==> config.mk <==
export PLATFORM = sky130hd
export DESIGN_NAME = div_unit
export DESIGN_NICKNAME = d
export VERILOG_FILES = /design/src/rtl/div_unit.sv
export SDC_FILE = /design/constraint.sdc
export NUM_CORES = 1
export LEC_CHECK = 0
export ABC_CLOCK_PERIOD_IN_PS = 2700
export CAP_MARGIN = 25
export CORE_UTILIZATION = 30
export CTS_BUF_LIST = sky130_fd_sc_hd__clkbuf_4 sky130_fd_sc_hd__clkbuf_8
export CTS_CLUSTER_DIAMETER = 100
export DETAILED_ROUTE_END_ITERATION = 10
export PLACE_DENSITY = 0.6
export SETUP_SLACK_MARGIN = 0.2
export SLEW_MARGIN = 5
export SYNTH_ARGS = -nofsm -noshare
export SYNTH_HDL_FRONTEND = slang
export SYNTH_SLANG_ARGS = --single-unit
==> constraint.sdc <==
create_clock -name clk -period 2.7 [get_ports clk]
set_input_delay 0.27 -clock clk [delete_from_list [all_inputs] [get_ports clk]]
set_output_delay 0.27 -clock clk [all_outputs]
set_load 0.005 [all_outputs]
==> src/rtl/div_unit.sv <==
// div_unit: multi-cycle radix-2 restoring divider for DIV/DIVU.
// It returns {remainder, quotient}. The divider takes DATA_W steps per
// operation and can be annulled while it is running.
module div_unit #(
    parameter int unsigned DATA_W = 32,
    parameter int unsigned CNT_W  = 6
) (
    input  logic                  clk,
    input  logic                  rst,
    input  logic                  signed_div_i,
    input  logic [DATA_W-1:0]     opdata1_i,
    input  logic [DATA_W-1:0]     opdata2_i,
    input  logic                  start_i,
    input  logic                  annul_i,
    output logic [2*DATA_W-1:0]   result_o,
    output logic                  ready_o
);

    localparam int unsigned RES_W = 2 * DATA_W;

    localparam logic [1:0] FREE   = 2'b00;
    localparam logic [1:0] BYZERO = 2'b01;
    localparam logic [1:0] ON     = 2'b10;
    localparam logic [1:0] END    = 2'b11;

    logic [1:0]        state_q, state_d;
    logic [CNT_W-1:0]  cnt_q, cnt_d;
    logic [DATA_W-1:0] rem_q, rem_d;     // partial remainder
    logic [DATA_W-1:0] quo_q, quo_d;     // dividend bits shifting out, quotient bits shifting in
    logic [DATA_W-1:0] dvs_q, dvs_d;     // divisor magnitude
    logic              neg_q_q, neg_q_d; // quotient must be negated
    logic              neg_r_q, neg_r_d; // remainder must be negated
    logic [RES_W-1:0]  result_d;
    logic              ready_d;

    logic [DATA_W-1:0] mag1, mag2;
    logic [DATA_W+1:0] trial;
    logic [DATA_W-1:0] rem_fix, quo_fix;

    // Next-state, datapath step and registered-output values
    always_comb begin
        state_d  = state_q;
        cnt_d    = cnt_q;
        rem_d    = rem_q;
        quo_d    = quo_q;
        dvs_d    = dvs_q;
        neg_q_d  = neg_q_q;
        neg_r_d  = neg_r_q;
        result_d = result_o;
        ready_d  = ready_o;

        // Operand magnitudes for signed requests
        mag1 = (signed_div_i && opdata1_i[DATA_W-1]) ? -opdata1_i : opdata1_i;
        mag2 = (signed_div_i && opdata2_i[DATA_W-1]) ? -opdata2_i : opdata2_i;

        // Shift in the next dividend bit, then subtract the divisor as a trial
        trial = {1'b0, rem_q, quo_q[DATA_W-1]} - {2'b00, dvs_q};

        // Final sign fix-up of the unsigned result
        rem_fix = neg_r_q ? -rem_q : rem_q;
        quo_fix = neg_q_q ? -quo_q : quo_q;

        case (state_q)
            FREE: begin
                ready_d  = 1'b0;
                result_d = '0;
                if (start_i && !annul_i) begin
                    cnt_d = '0;
                    if (opdata2_i == '0) begin
                        state_d = BYZERO;
                    end else begin
                        state_d = ON;
                        rem_d   = '0;
                        quo_d   = mag1;
                        dvs_d   = mag2;
                        neg_q_d = signed_div_i & (opdata1_i[DATA_W-1] ^ opdata2_i[DATA_W-1]);
                        neg_r_d = signed_div_i & opdata1_i[DATA_W-1];
                    end
                end
            end

            // The zero-divisor path has a fixed two-edge latency from acceptance
            BYZERO: begin
                if (cnt_q == '0) begin
                    cnt_d = CNT_W'(1);
                end else begin
                    state_d  = END;
                    cnt_d    = '0;
                    result_d = '0;
                    ready_d  = 1'b1;
                end
            end

            ON: begin
                if (annul_i) begin
                    state_d  = FREE;
                    cnt_d    = '0;
                    ready_d  = 1'b0;
                    result_d = '0;
                end else if (cnt_q != CNT_W'(DATA_W)) begin
                    if (!trial[DATA_W+1]) begin
                        rem_d = trial[DATA_W-1:0];
                        quo_d = {quo_q[DATA_W-2:0], 1'b1};
                    end else begin
                        rem_d = {rem_q[DATA_W-2:0], quo_q[DATA_W-1]};
                        quo_d = {quo_q[DATA_W-2:0], 1'b0};
                    end
                    cnt_d = cnt_q + CNT_W'(1);
                end else begin
                    state_d  = END;
                    cnt_d    = '0;
                    result_d = {rem_fix, quo_fix};
                    ready_d  = 1'b1;
                end
            end

            END: begin
                if (!start_i) begin
                    state_d  = FREE;
                    ready_d  = 1'b0;
                    result_d = '0;
                end
            end

            default: begin
                state_d  = FREE;
                cnt_d    = '0;
                ready_d  = 1'b0;
                result_d = '0;
            end
        endcase
    end

    // State, datapath and output registers with synchronous active-low reset
    always_ff @(posedge clk) begin
        if (!rst) begin
            state_q  <= FREE;
            cnt_q    <= '0;
            rem_q    <= '0;
            quo_q    <= '0;
            dvs_q    <= '0;
            neg_q_q  <= 1'b0;
            neg_r_q  <= 1'b0;
            result_o <= '0;
            ready_o  <= 1'b0;
        end else begin
            state_q  <= state_d;
            cnt_q    <= cnt_d;
            rem_q    <= rem_d;
            quo_q    <= quo_d;
            dvs_q    <= dvs_d;
            neg_q_q  <= neg_q_d;
            neg_r_q  <= neg_r_d;
            result_o <= result_d;
            ready_o  <= ready_d;
        end
    end

endmodule

==> results_dict.tcl <==
set metrics [dict create \
    maxCapViolCount 0 \
    synthFlopType "dfxtp_1" \
    relSlewSlack_pct 53.29 \
    path_clk_slew_ps 100 \
    synth-compound-area-share_pct 24.33 \
    die_x_um 194.6 \
    grt_pass1_vias 10830 \
    htree_num_levels 4 \
    synth_area_leaders "dfxtp_1 31%, nand2_1 8.1%, xnor2_1 7.2%, o21ai_0 5.3%, ha_1 4.9%" \
    grt_usage_pct 18.77 \
    dpl_worst_slack_ps -351.8 \
    wl_mm 36.42 \
    vias_per_cell 5.057 \
    synthMuxAreaShare_pct 2.710 \
    cp-end-kind "flop" \
    power_mw 10.73 \
    nFillCells 3561 \
    rows 70 \
    synth_area_um2 11130 \
    violations "negative setup slack" \
    place_inst 2126 \
    start_kind "flop" \
    required_ps 3110 \
    synthArstFlopShare_pct 0 \
    final_cell_mix "236 x nand2_1, 203 x buf_4, 152 x dfxtp_1, 132 x clkdlybuf4s50_1, 82 x o21ai_0" \
    rsz0062_at_grt "true" \
    fmax_mhz 364.8 \
    antenna_found_initial 0 \
    dieArea_um2 37860 \
    drive_gt1_share_pct 24.43 \
    synthAdderAreaFrac_pct 5.128 \
    area_delta_synth_final_pct 44.02 \
    cts_max_path_buffers 2 \
    crit_fanout 3 \
    finalNonFillerCells 2212 \
    cts_tree "built" \
    holdCritPathClass "in -> reg" \
    synthCells 1422 \
    multi_input_area_um2 7974 \
    synth_top_area_cell "dfxtp_1" \
    ys.warnings.count 0 \
    total_leakage_power_nw 6.380 \
    io_buffers 133 \
    grt_pass1_wl_mm 56.81 \
    grt_overflow 0 \
    dp_hpwl_mm 27.16 \
    drtAntennaViolNets 0 \
    syn_avg_cell_area_um2 7.825 \
    yosysUniqueCellTypes 65 \
    period_needed_ps 2741 \
    fin_tns_setup_ps -76.32 \
    final_nets 1845 \
    worst_slew_pin_slew_ps 699.7 \
    syn-num-nets 1536 \
    synth_top_area_share_pct 30.77 \
    synth_top_family_by_area "compound AO/OA/AOI/OAI gates" \
    worstPathArrival_ps 3150 \
    yosysSeqAreaShare_pct 30.77 \
    die_h_um 194.6 \
    numCtsBuffers 17 \
    antenna_cells 0 \
    start_util_pct 30.47 \
    seq_area_um2 3457 \
    setup_viol_count_final 4 \
    powerDensity_nw_per_um2 669.5 \
    dr.pass1.iters 5 \
    clock-sinks 171 \
    place.gp.congestion 0.8727 \
    io-pin-count 134 \
    root_buffer "clkbuf_8" \
    finalCritPeriodShare_pct 101.5 \
    route.detailed.drc 0 \
    critPathKind "reg -> reg" \
    clk_latency_ps 500 \
    synthSimpleGateAreaFrac_pct 20.45 \
    hold_viol 0 \
    setup_slack_ps -40.88 \
    wl_per_cell_um 16.46 \
    synth-seq-cells 171 \
    vias 11190 \
    drv_slew 0 \
    final_common_cell "nand2_1" \
    coreArea_um2 36520 \
    clock-skew-final_ps 26.67 \
    drt-initial-drc-count 663 \
    grt_start_max_net_pins 61 \
    synth_edf_count 0 \
    synth_xor_xnor_area_share_pct 11.81 \
    ir_drop_mv 0.4077 \
    status "finished with violations" \
]
[Yosys cell counts, drive strengths merged (31+ instances only)]
| cell type | count |
|---|---|
| dfxtp | 171 |
| clkbuf | 67 |
| o31ai | 31 |
| nor2b | 51 |
| nand2 | 240 |
| o21ai | 124 |
| xor2 | 59 |
| o211a | 32 |
| inv | 59 |
| xnor2 | 91 |
| ha | 44 |
| a21boi | 34 |
| nor2 | 51 |
| a21oi | 74 |
[critical path, cell delays in order, from the launching register on]
cell and delay, ps:
dfxtp_2 340, inv_2 80, ha_4 140, inv_2 40
fa_2 350, a211oi_2 240, o21ai_2 100, o31ai_4 260
o41ai_4 130, buf_4 170, buf_6 120, a211oi_4 280
xnor2_2 170, mux2i_1 120, o21ai_1 130
[metrics by stage]
step | area, µm² | hold WS [ps] | utilization (%)
after floorplan | 11330 | 414.9 | -
after detailed placement | 14370 | 445.7 | 39.35
after CTS | 15530 | 223.2 | 42.52
after global routing | 16030 | 243.8 | 43.88
final | 16030 | 235.6 | 43.88
after global placement | 14370 | 443.1 | 39.35
[metal layers]
layer | wire length (µm) | up-vias | part of all wire, % | GRT usage (%)
li1 | - | 5620 | - | -
met1 | 16670 | 5254 | 46 | 24.08
met2 | 17280 | 266 | 47 | 32.18
met3 | 1591 | 45 | 4.4 | 2.880
met4 | 877 | 0 | 2.4 | 5.644
met5 | 0 | - | 0 | 0
[flip-flops by register name, summed over array words and instances (netlist names)]
signal / flops
cnt_q: 6
quo_q: 32
state_q: 2
neg_r_q: 1
neg_q_q: 1
result_o: 64
dvs_q: 32
ready_o: 1
rem_q: 32
[final timing paths]
kind	from	to	slack, ps	cells after the start
max	quo_q[31]$_SDFFE_PN0P_	rem_q[18]$_SDFFE_PN0P_	-40	14
min	rst	quo_q[26]$_SDFFE_PN0P_	240	2
max reg2reg	quo_q[31]$_SDFFE_PN0P_	rem_q[18]$_SDFFE_PN0P_	-40	14
min reg2reg	result_o[17]$_SDFFE_PN0P_	result_o[17]$_SDFFE_PN0P_	450	2
[timing repair]
action / CTS / global route
buffers inserted: 31 / 20
setup endpoints to repair: 59 / 98
resized for setup: 118 / 78
pin swaps: 47 / 54
cloned: 3 / 0
hold buffers: 0 / 0
[cell type report]
type / instances / share of cell area [%]
multi-input combinational: 1112 / 49.76
sequential: 171 / 21.57
timing repair buffer: 370 / 20.86
tap: 468 / 3.654
clock buffer: 18 / 1.507
inverter: 59 / 1.413
clock inverter: 14 / 1.234
[power by group]
part	internal, mW	switching [mW]	leakage, nW
Sequential	2.83	0.312	1.40
Clock	0.969	1.08	0.222
Combinational	2.68	2.86	4.76
Total	6.48	4.25	6.38
[logic make-up after synthesis]
kind of cell,Yosys count
AND/OR/NAND/NOR,479
AO/OA/AOI/OAI,408
flip-flops,171
XOR/XNOR,150
buffers and inverters,139
adder cells (fa/ha/maj),45
multiplexers,30
Note: power is estimated with default switching activity, not from simulation.
